===== src/rtl/ppi_pkg.sv =====
// ---------------------------------------------------------------------------
// ppi_pkg
// Shared constants and state types for the strobed I/O port.
//   MODE_SIMPLE / MODE_STROBED : CfgMode encodings (latched I/O vs handshake)
//   DIR_IN / DIR_OUT           : CfgDir encodings (also drives PortOE)
//   in_state_t                 : strobed-input buffer state
//   out_state_t                : strobed-output handshake state
// ---------------------------------------------------------------------------
package ppi_pkg;

   localparam logic MODE_SIMPLE  = 1'b0;
   localparam logic MODE_STROBED = 1'b1;

   localparam logic DIR_IN  = 1'b0;
   localparam logic DIR_OUT = 1'b1;

   typedef enum logic {
      EMPTY = 1'b0,
      FULL  = 1'b1
   } in_state_t;

   typedef enum logic [1:0] {
      IDLE    = 2'd0,
      PENDING = 2'd1,
      ACKED   = 2'd2
   } out_state_t;

endpackage


===== src/rtl/strobed_io_port_if.sv =====
// ---------------------------------------------------------------------------
// strobed_io_port_if
// Bundles the configuration, CPU bus and peripheral pin signals of one
// strobed I/O port.
//   slave  modport : the port itself (strobed_io_port)
//   master modport : whoever drives configuration, bus and pins
// Optional macro STROBED_IO_BIT_SET_RESET_EN adds BsrWrite/BsrBit/BsrValue
// for single-bit set/clear of the output latch.
// ---------------------------------------------------------------------------
interface strobed_io_port_if #(
   parameter int WIDTH = 8
);
   localparam int BSR_W = (WIDTH > 1) ? $clog2(WIDTH) : 1;

   // configuration
   logic             CfgWrite;
   logic             CfgMode;
   logic             CfgDir;
   logic             CfgIntEn;
   // CPU bus
   logic             BusWrite;
   logic             BusRead;
   logic [WIDTH-1:0] BusWData;
   logic [WIDTH-1:0] BusRData;
   // peripheral pins
   logic [WIDTH-1:0] PortIn;
   logic [WIDTH-1:0] PortOut;
   logic             PortOE;
   logic             Stb_n;
   logic             Ibf;
   logic             Obf_n;
   logic             Ack_n;
   logic             Intr;
   logic             Overrun;
`ifdef STROBED_IO_BIT_SET_RESET_EN
   logic             BsrWrite;
   logic [BSR_W-1:0] BsrBit;
   logic             BsrValue;

   modport slave (
      input  CfgWrite, CfgMode, CfgDir, CfgIntEn,
      input  BusWrite, BusRead, BusWData, PortIn, Stb_n, Ack_n,
      input  BsrWrite, BsrBit, BsrValue,
      output BusRData, PortOut, PortOE, Ibf, Obf_n, Intr, Overrun
   );
   modport master (
      output CfgWrite, CfgMode, CfgDir, CfgIntEn,
      output BusWrite, BusRead, BusWData, PortIn, Stb_n, Ack_n,
      output BsrWrite, BsrBit, BsrValue,
      input  BusRData, PortOut, PortOE, Ibf, Obf_n, Intr, Overrun
   );
`else
   modport slave (
      input  CfgWrite, CfgMode, CfgDir, CfgIntEn,
      input  BusWrite, BusRead, BusWData, PortIn, Stb_n, Ack_n,
      output BusRData, PortOut, PortOE, Ibf, Obf_n, Intr, Overrun
   );
   modport master (
      output CfgWrite, CfgMode, CfgDir, CfgIntEn,
      output BusWrite, BusRead, BusWData, PortIn, Stb_n, Ack_n,
      input  BusRData, PortOut, PortOE, Ibf, Obf_n, Intr, Overrun
   );
`endif

endinterface


===== src/rtl/sync_edge_detect.sv =====
// ---------------------------------------------------------------------------
// sync_edge_detect
// Synchronises an asynchronous active-low handshake line and produces
// one-cycle edge pulses.
//   Clock, Reset_n : clock, async active-low reset (chain presets to 1 = idle)
//   din            : asynchronous input
//   level          : synchronised level (last chain stage)
//   fall / rise    : one-cycle pulses, last stage vs one extra flop
// ---------------------------------------------------------------------------
module sync_edge_detect #(
   parameter int SYNC_STAGES = 2
) (
   input  logic Clock,
   input  logic Reset_n,
   input  logic din,
   output logic level,
   output logic fall,
   output logic rise
);

   logic [SYNC_STAGES-1:0] sync_reg;
   logic                   prev_reg;

   always_ff @(posedge Clock or negedge Reset_n) begin
      if (!Reset_n) begin
         sync_reg <= '1;
         prev_reg <= 1'b1;
      end else begin
         sync_reg <= {sync_reg[SYNC_STAGES-2:0], din};
         prev_reg <= sync_reg[SYNC_STAGES-1];
      end
   end

   assign level = sync_reg[SYNC_STAGES-1];
   assign fall  = prev_reg & ~level;
   assign rise  = ~prev_reg & level;

endmodule


===== src/rtl/strobed_io_port.sv =====
// ---------------------------------------------------------------------------
// strobed_io_port
// One WIDTH-bit peripheral port: mode 0 latched/sampled I/O or mode 1
// 8255-style strobed I/O (STB/IBF input, OBF/ACK output) with interrupt.
//   Clock, Reset_n : clock, async active-low reset
//   io (slave)     : config, CPU bus and pin signals (strobed_io_port_if)
// Parameters: WIDTH (1..32), SYNC_STAGES (>=2) on PortIn, Stb_n, Ack_n.
// Optional macro STROBED_IO_BIT_SET_RESET_EN enables bit set/reset of the
// output latch via BsrWrite/BsrBit/BsrValue (BusWrite wins on collision).
// ---------------------------------------------------------------------------
module strobed_io_port
   import ppi_pkg::*;
#(
   parameter int WIDTH       = 8,
   parameter int SYNC_STAGES = 2
) (
   input  logic            Clock,
   input  logic            Reset_n,
   strobed_io_port_if.slave io
);

   // ---------------- synchronisers ----------------
   logic [WIDTH-1:0] port_sync_reg [SYNC_STAGES];
   logic             stb_level, stb_fall, stb_rise;
   logic             ack_level, ack_fall, ack_rise;
   logic             unused_levels;

   always_ff @(posedge Clock or negedge Reset_n) begin
      if (!Reset_n) begin
         for (int i = 0; i < SYNC_STAGES; i++) port_sync_reg[i] <= '0;
      end else begin
         port_sync_reg[0] <= io.PortIn;
         for (int i = 1; i < SYNC_STAGES; i++) port_sync_reg[i] <= port_sync_reg[i-1];
      end
   end

   sync_edge_detect #(.SYNC_STAGES(SYNC_STAGES)) u_stb (
      .Clock(Clock), .Reset_n(Reset_n), .din(io.Stb_n),
      .level(stb_level), .fall(stb_fall), .rise(stb_rise)
   );

   sync_edge_detect #(.SYNC_STAGES(SYNC_STAGES)) u_ack (
      .Clock(Clock), .Reset_n(Reset_n), .din(io.Ack_n),
      .level(ack_level), .fall(ack_fall), .rise(ack_rise)
   );

   // only the edges drive the handshake; levels are not needed here
   assign unused_levels = stb_level ^ ack_level;

   // ---------------- state ----------------
   logic             mode_reg, mode_next;
   logic             dir_reg, dir_next;
   logic             inten_reg, inten_next;
   in_state_t        in_state_reg, in_state_next;
   out_state_t       out_state_reg, out_state_next;
   logic [WIDTH-1:0] in_latch_reg, in_latch_next;
   logic [WIDTH-1:0] out_latch_reg, out_latch_next;
   logic             intr_reg, intr_next;
   logic             overrun_reg, overrun_next;

   always_ff @(posedge Clock or negedge Reset_n) begin
      if (!Reset_n) begin
         mode_reg      <= MODE_SIMPLE;
         dir_reg       <= DIR_IN;
         inten_reg     <= 1'b0;
         in_state_reg  <= EMPTY;
         out_state_reg <= IDLE;
         in_latch_reg  <= '0;
         out_latch_reg <= '0;
         intr_reg      <= 1'b0;
         overrun_reg   <= 1'b0;
      end else begin
         mode_reg      <= mode_next;
         dir_reg       <= dir_next;
         inten_reg     <= inten_next;
         in_state_reg  <= in_state_next;
         out_state_reg <= out_state_next;
         in_latch_reg  <= in_latch_next;
         out_latch_reg <= out_latch_next;
         intr_reg      <= intr_next;
         overrun_reg   <= overrun_next;
      end
   end

   always_comb begin
      mode_next      = mode_reg;
      dir_next       = dir_reg;
      inten_next     = inten_reg;
      in_state_next  = in_state_reg;
      out_state_next = out_state_reg;
      in_latch_next  = in_latch_reg;
      out_latch_next = out_latch_reg;
      intr_next      = intr_reg;
      overrun_next   = overrun_reg;

      if (io.CfgWrite) begin
         // reconfiguration aborts any handshake in progress, no interrupt
         mode_next      = io.CfgMode;
         dir_next       = io.CfgDir;
         inten_next     = io.CfgIntEn;
         in_state_next  = EMPTY;
         out_state_next = IDLE;
         in_latch_next  = '0;
         out_latch_next = '0;
         intr_next      = 1'b0;
         overrun_next   = 1'b0;
      end else if (dir_reg == DIR_OUT) begin
`ifdef STROBED_IO_BIT_SET_RESET_EN
         if (io.BsrWrite && (32'(io.BsrBit) < 32'(WIDTH)))
            out_latch_next[io.BsrBit] = io.BsrValue;
`endif
         // assigned after BSR so a same-cycle bus write wins
         if (io.BusWrite) out_latch_next = io.BusWData;
         if (mode_reg == MODE_STROBED) begin
            unique case (out_state_reg)
               IDLE: begin
                  if (io.BusWrite) begin
                     out_state_next = PENDING;
                     intr_next      = 1'b0;
                  end
               end
               PENDING: begin
                  if (!io.BusWrite && ack_fall) out_state_next = ACKED;
               end
               ACKED: begin
                  if (io.BusWrite) begin
                     out_state_next = PENDING;
                     intr_next      = 1'b0;
                  end else if (ack_rise) begin
                     out_state_next = IDLE;
                     if (inten_reg) intr_next = 1'b1;
                  end
               end
               default: out_state_next = IDLE;
            endcase
         end
      end else if (mode_reg == MODE_STROBED) begin
         unique case (in_state_reg)
            EMPTY: begin
               if (stb_fall) begin
                  in_latch_next = port_sync_reg[SYNC_STAGES-1];
                  in_state_next = FULL;
               end
            end
            FULL: begin
               if (io.BusRead) begin
                  intr_next = 1'b0;
                  // a strobe landing with the read refills the buffer
                  if (stb_fall) in_latch_next = port_sync_reg[SYNC_STAGES-1];
                  else          in_state_next = EMPTY;
               end else begin
                  if (stb_fall) overrun_next = 1'b1;
                  if (stb_rise && inten_reg) intr_next = 1'b1;
               end
            end
            default: in_state_next = EMPTY;
         endcase
      end
   end

   // ---------------- outputs ----------------
   always_comb begin
      if (dir_reg == DIR_OUT)            io.BusRData = out_latch_reg;
      else if (mode_reg == MODE_SIMPLE)  io.BusRData = port_sync_reg[SYNC_STAGES-1];
      else                               io.BusRData = in_latch_reg;
   end

   assign io.PortOut = out_latch_reg;
   assign io.PortOE  = dir_reg;
   assign io.Ibf     = (mode_reg == MODE_STROBED) && (dir_reg == DIR_IN) && (in_state_reg == FULL);
   assign io.Obf_n   = !((mode_reg == MODE_STROBED) && (dir_reg == DIR_OUT) && (out_state_reg == PENDING));
   assign io.Intr    = intr_reg;
   assign io.Overrun = overrun_reg;

endmodule


===== src/flat_wrapper.sv =====
// flat-port wrapper written by rule: the top's interface ports become plain ports
module strobed_io_port_flat import ppi_pkg::*;
#(
   parameter int WIDTH       = 8,
   parameter int SYNC_STAGES = 2
)
  (Clock, Reset_n, io_CfgWrite, io_CfgMode, io_CfgDir, io_CfgIntEn, io_BusWrite, io_BusRead, io_BusWData, io_PortIn, io_Stb_n, io_Ack_n, io_BusRData, io_PortOut, io_PortOE, io_Ibf, io_Obf_n, io_Intr, io_Overrun);
  strobed_io_port_if #(.WIDTH(WIDTH)) io_i ();
  input  logic Clock;
  input  logic Reset_n;
  input wire logic [$bits(io_i.CfgWrite)-1:0] io_CfgWrite;
  input wire logic [$bits(io_i.CfgMode)-1:0] io_CfgMode;
  input wire logic [$bits(io_i.CfgDir)-1:0] io_CfgDir;
  input wire logic [$bits(io_i.CfgIntEn)-1:0] io_CfgIntEn;
  input wire logic [$bits(io_i.BusWrite)-1:0] io_BusWrite;
  input wire logic [$bits(io_i.BusRead)-1:0] io_BusRead;
  input wire logic [$bits(io_i.BusWData)-1:0] io_BusWData;
  input wire logic [$bits(io_i.PortIn)-1:0] io_PortIn;
  input wire logic [$bits(io_i.Stb_n)-1:0] io_Stb_n;
  input wire logic [$bits(io_i.Ack_n)-1:0] io_Ack_n;
  output wire logic [$bits(io_i.BusRData)-1:0] io_BusRData;
  output wire logic [$bits(io_i.PortOut)-1:0] io_PortOut;
  output wire logic [$bits(io_i.PortOE)-1:0] io_PortOE;
  output wire logic [$bits(io_i.Ibf)-1:0] io_Ibf;
  output wire logic [$bits(io_i.Obf_n)-1:0] io_Obf_n;
  output wire logic [$bits(io_i.Intr)-1:0] io_Intr;
  output wire logic [$bits(io_i.Overrun)-1:0] io_Overrun;
  assign io_i.CfgWrite = io_CfgWrite;
  assign io_i.CfgMode = io_CfgMode;
  assign io_i.CfgDir = io_CfgDir;
  assign io_i.CfgIntEn = io_CfgIntEn;
  assign io_i.BusWrite = io_BusWrite;
  assign io_i.BusRead = io_BusRead;
  assign io_i.BusWData = io_BusWData;
  assign io_i.PortIn = io_PortIn;
  assign io_i.Stb_n = io_Stb_n;
  assign io_i.Ack_n = io_Ack_n;
  assign io_BusRData = io_i.BusRData;
  assign io_PortOut = io_i.PortOut;
  assign io_PortOE = io_i.PortOE;
  assign io_Ibf = io_i.Ibf;
  assign io_Obf_n = io_i.Obf_n;
  assign io_Intr = io_i.Intr;
  assign io_Overrun = io_i.Overrun;
  strobed_io_port #(.WIDTH(WIDTH), .SYNC_STAGES(SYNC_STAGES)) u_core (.Clock(Clock), .Reset_n(Reset_n), .io(io_i));
endmodule

===== config.mk =====
export PLATFORM = sky130hd
export DESIGN_NAME = strobed_io_port_flat
export DESIGN_NICKNAME = d
export VERILOG_FILES = /design/src/rtl/ppi_pkg.sv /design/src/rtl/strobed_io_port_if.sv /design/src/rtl/sync_edge_detect.sv /design/src/rtl/strobed_io_port.sv /design/src/flat_wrapper.sv
export SDC_FILE = /design/constraint.sdc
export NUM_CORES = 1
export LEC_CHECK = 0
export CAP_MARGIN = 25
export CORE_ASPECT_RATIO = 1.4
export CORE_MARGIN = 5
export CORE_UTILIZATION = 50
export CTS_BUF_LIST = sky130_fd_sc_hd__clkbuf_8
export DETAILED_ROUTE_END_ITERATION = 10
export GPL_TIMING_DRIVEN = 0
export PLACE_DENSITY = 0.82
export SYNTH_ARGS = -nofsm -noshare
export SYNTH_HDL_FRONTEND = slang
export SYNTH_SLANG_ARGS = --single-unit

===== constraint.sdc =====
create_clock -name Clock -period 3.4 [get_ports Clock]
set_input_delay 0.68 -clock Clock [delete_from_list [all_inputs] [get_ports Clock]]
set_output_delay 0.68 -clock Clock [all_outputs]
set_load 0.02 [all_outputs]

# Word level (Yosys, flattened, before mapping)
# Index checks and enable logic that the tools add are counted.
# totals
regBits	46
input_bits	26
out_inout_bits	21
wordCells	102
# classes
n_eq_ne	12
muxes	43
n_bitwise	10
reduce_logical	22
# op_table
op	n
8-bit 2-to-1 mux	10
1-bit 2-to-1 mux	22
8-bit one-hot mux with 2 select lines	1
2-bit 2-to-1 mux	7
5-bit AND reduction	2
2-bit nonzero test	5
4-bit != test, second input constant	2
7-bit AND reduction	1
1-bit logical AND	6
3-bit != test, second input constant	2
1-bit inverter	6
2-bit one-hot mux with 3 select lines	1
5-bit by 4-bit != test with 1-bit output, second input constant	1
5-bit != test, second input constant	1
1-bit AND	4
2-bit != test, second input constant	2
4-bit by 3-bit != test with 1-bit output, second input constant	1
1-bit one-hot mux with 2 select lines	2
2-bit AND reduction	2
4-bit nonzero test	1
3-bit by 2-bit != test with 1-bit output, second input constant	1
3-bit AND reduction	1
3-bit nonzero test	1
2-bit by 1-bit equality test with 1-bit output, second input constant	1
3 further kinds	4

# Logic depth before layout (Yosys ltp)
# logic_depth
word_depth	9
mapped_depth	5
ltp_nobuf	4

# Modules after synthesis
# A second synthesis with hierarchy kept.
# unflattened
hier_cells	149
hier_area_um2	1809.2
# modules_own_cells
module	n_inst	cells_each	area_per_inst_um2	seq_area_each_um2
strobed_io_port	1	139	1621.6	1001.0
sync_edge_detect	2	5	93.8	78.8

# Worst setup path after synthesis
# OpenSTA, ideal clock, no wires.
# synth_path
path_kind	register to output
startpoint	register u_core.dir_reg, in the netlist u_core.io.PortOE
endpoint	output io_BusRData[6]
t_arrival_ps	1334
t_required_ps	2720
slack_ps	1386
path_stages_with_launch	4
path_buffers	2
path_cell_list	dfrtp_1 -> buf_2 -> buf_2 -> o21ai_0
# synth_via
elab_chain_len	1
# synth_rtl
item	line	source
start, declared	strobed_io_port.sv:52	logic dir_reg, dir_next;
start signal, assigned	strobed_io_port.sv:74	dir_reg <= dir_next;
8-bit 2-to-1 mux	strobed_io_port.sv:163	if (dir_reg == DIR_OUT) io.BusRData = out_latch_reg;
end, declared	flat_wrapper.sv:21	output wire logic [$bits(io_i.BusRData)-1:0] io_BusRData;
# No other way between the ends.

# Final worst setup path
# layout_path
startpoint	register u_core.dir_reg, in the netlist u_core.io.PortOE
endpoint	output io_BusRData[5]
# The elaborated chain is that of the path after synthesis.

==> flow_summary.ini <==
[outcome]
status = finished clean

[floorplan]
core_area_um2 = 3410
rows = 25
ios = 47
start_util_pct = 52.4
die_height_um = 80.8
die-area_um2 = 4890
die_w_um = 60.5

[cells_and_area]
synthToLayoutAreaGrowth_pct = 35.2
nNetsFinal = 231
largest_register_ff_count = 16
drive_gt1_share_pct = 12.1
antennaDiodeCount = 0
nFillCells = 254

[detailed_routing]
via_count = 1326
first_iter_violations = 45
remaining_drc_errors = 0
final_antenna_net_count = 0
dr.pass1.iters = 4
viasPerCell = 5.39
wl_per_cell_um = 14.7
wirelength_mm = 3.61

[yosys]
avgSynthCellArea_um2 = 11.8
yosys.area.top_type = dfrtp_1
synth.area.top_cells = dfrtp_1, mux2i_1, dfstp_2
yosysTopAreaCellShare_pct = 56.0
yosys.cell_types.count = 24
yosysSeqAreaShare_pct = 64.8
synth_common_cells = dfrtp_1, nand2_1, mux2i_1
synth_area_um2 = 1790
synth-seq-cells = 46
synth_top_flop_cell = dfrtp_1
synthesis.nets = 178
ys.warnings.count = 0
syn_inst = 152
ys_async_sr_fraction_pct = 100
synth-edff-count = 0
yosysMostFrequentCell = dfrtp_1

[clocking]
cts_hold_buf = 0
cts_tree = built
cts.sinks = 46
postCtsSetupRepairBufs = 0
cts_made_buffers = 5
clk_latency_ns = 0.29
path_clk_slew_ns = 0.08
clock-root-buffer = clkbuf_8
cts_buffer_depth = 2
h-tree-depth = 2
postCtsResizedCells = 0

[worst_setup_path]
crit_buf_inv = 3
cp_max_fo = 10
critical_path_class = flop to output pin
r2r_start = u_core.u_stb.sync_reg[1]$_DFF_PN1_
rrSetupSlack_ns = 2.01
slowest_stage = clkdlybuf4s50_1
cpMostUsedCell = buf_2
endpoint_kind = output pin
slowest_delay_ns = 0.64
cp_top_family = buffers and inverters
worst_ep_required_time_ns = 2.72
crit_chain = buf_2 -> buf_2 -> nand2_1 -> o21ai_0 -> clkdlybuf4s50_1
r2r_cells = 4
reg2reg_to = u_core.in_latch_reg[1]$_DFFE_PN0P_
arrival_ns = 2.03
start_kind = flop

[sta]
hold_slack_ns = 0.279
maxSlewHeadroom_pct = 71.1
hold_viol_final = 0
finalCritPeriodShare_pct = 79.7
skew_ns = 0.00557
fin_crit_ns = 2.71
maxSlewViolCount = 0
rsz0062_at_grt = no
finalSetupViolations = 0
fmaxAchievable_mhz = 369
tns_ns = 0
worst_pin_slew_ns = 0.433

[global_route]
grt_overflow = 0
grt_start_max_net_pins = 34
antenna_found_initial = 0
grt_pass1_wl_mm = 5.93
grt_use_total_pct = 16.2
grt_pass1_vias = 1342

[job]
maxCapViolations = 0

[placement]
gp_congestion = 0.791
io_buffers = 45
dp_hpwl_mm = 2.76

[min_path]
hp-class = input port to asynchronous set/reset pin

[power]
peakVddDrop_uv = 433
p_leak_nw = 1.08
pwr_density_cell_nw_per_um2 = 479
-- how the worst max path moves through the flow --
stage,from,to,slack [ns],depth (start not counted)
finish,u_core.io.PortOE$_DFFE_PN0P_,io_BusRData[5],0.69,5
global route,u_core.io.PortOE$_DFFE_PN0P_,io_BusRData[5],0.54,5
CTS,u_core.io.PortOE$_DFFE_PN0P_,io_BusRData[5],0.66,5
detailed placement,u_core.io.PortOE$_DFFE_PN0P_,io_BusRData[5],1.0,5
global placement,Reset_n,u_core.in_latch_reg[6]$_DFFE_PN0P_,0.54,1
floorplan,u_core.io.PortOE$_DFFE_PN0P_,io_BusRData[6],1.39,3
-- final cells by class --
type | instances | area (um^2) | share of cell area [%]
tap | 40 | 50.0 | 2.07
multi-input combinational | 97 | 587 | 24.3
timing repair buffer | 46 | 465 | 19.3
inverter | 1 | 3.75 | 0.155
sequential | 46 | 1160 | 47.9
clock inverter | 3 | 45.0 | 1.86
clock buffer | 5 | 68.8 | 2.85
buffer | 8 | 38.8 | 1.60
-- where the power goes --
part	switching (W)	total, W	internal, W
Combinational	0.0000861	0.000170	0.0000835
Sequential	0.0000170	0.000592	0.000575
Clock	0.000177	0.000395	0.000218
Total	0.000280	0.00116	0.000877
-- layout by cell type (no fill, tap or decap), drive strengths merged, types with 3 or more instances in the layout --
cell,count
a21oi,13
buf,7
clkbuf,8
clkdlybuf4s50,44
dfrtp,40
dfstp,6
mux2,3
mux2i,16
nand2,20
nand3,8
nor2,14
o21ai,10
-- metal layers --
metal / global-route usage, % / up-vias / share of wire (%)
met5: 0 / - / 0
met4: 3.90 / 0 / 0.33
met3: 4.77 / 2 / 6.4
met2: 28.0 / 47 / 54
met1: 19.6 / 656 / 39
li1: - / 621 / -
-- metrics by stage --
| step | total power [W] | utilization (%) | instances | worst slack (ns) | cell area (um^2) |
|---|---|---|---|---|---|
| 2_1_floorplan | 0.000681 | - | 152 | 1.39 | 1790 |
| 3_3_place_gp | 0.000766 | 67.1 | 237 | 0.544 | 2290 |
| 3_5_place_dp | 0.000774 | 67.6 | 238 | 0.996 | 2300 |
| 4_1_cts | 0.00117 | 70.9 | 246 | 0.663 | 2420 |
| 5_1_grt | 0.00121 | 70.9 | 246 | 0.537 | 2420 |
| 6_report | 0.00116 | 70.9 | 246 | 0.689 | 2420 |
-- cells by family after synthesis --
kind of cell	synth area share, %
AND/OR/NAND/NOR	13.6
flip-flops	64.8
AO/OA/AOI/OAI	8.33
multiplexers	10.8
buffers and inverters	2.38
No activity file was read; power rests on OpenSTA's default activity.
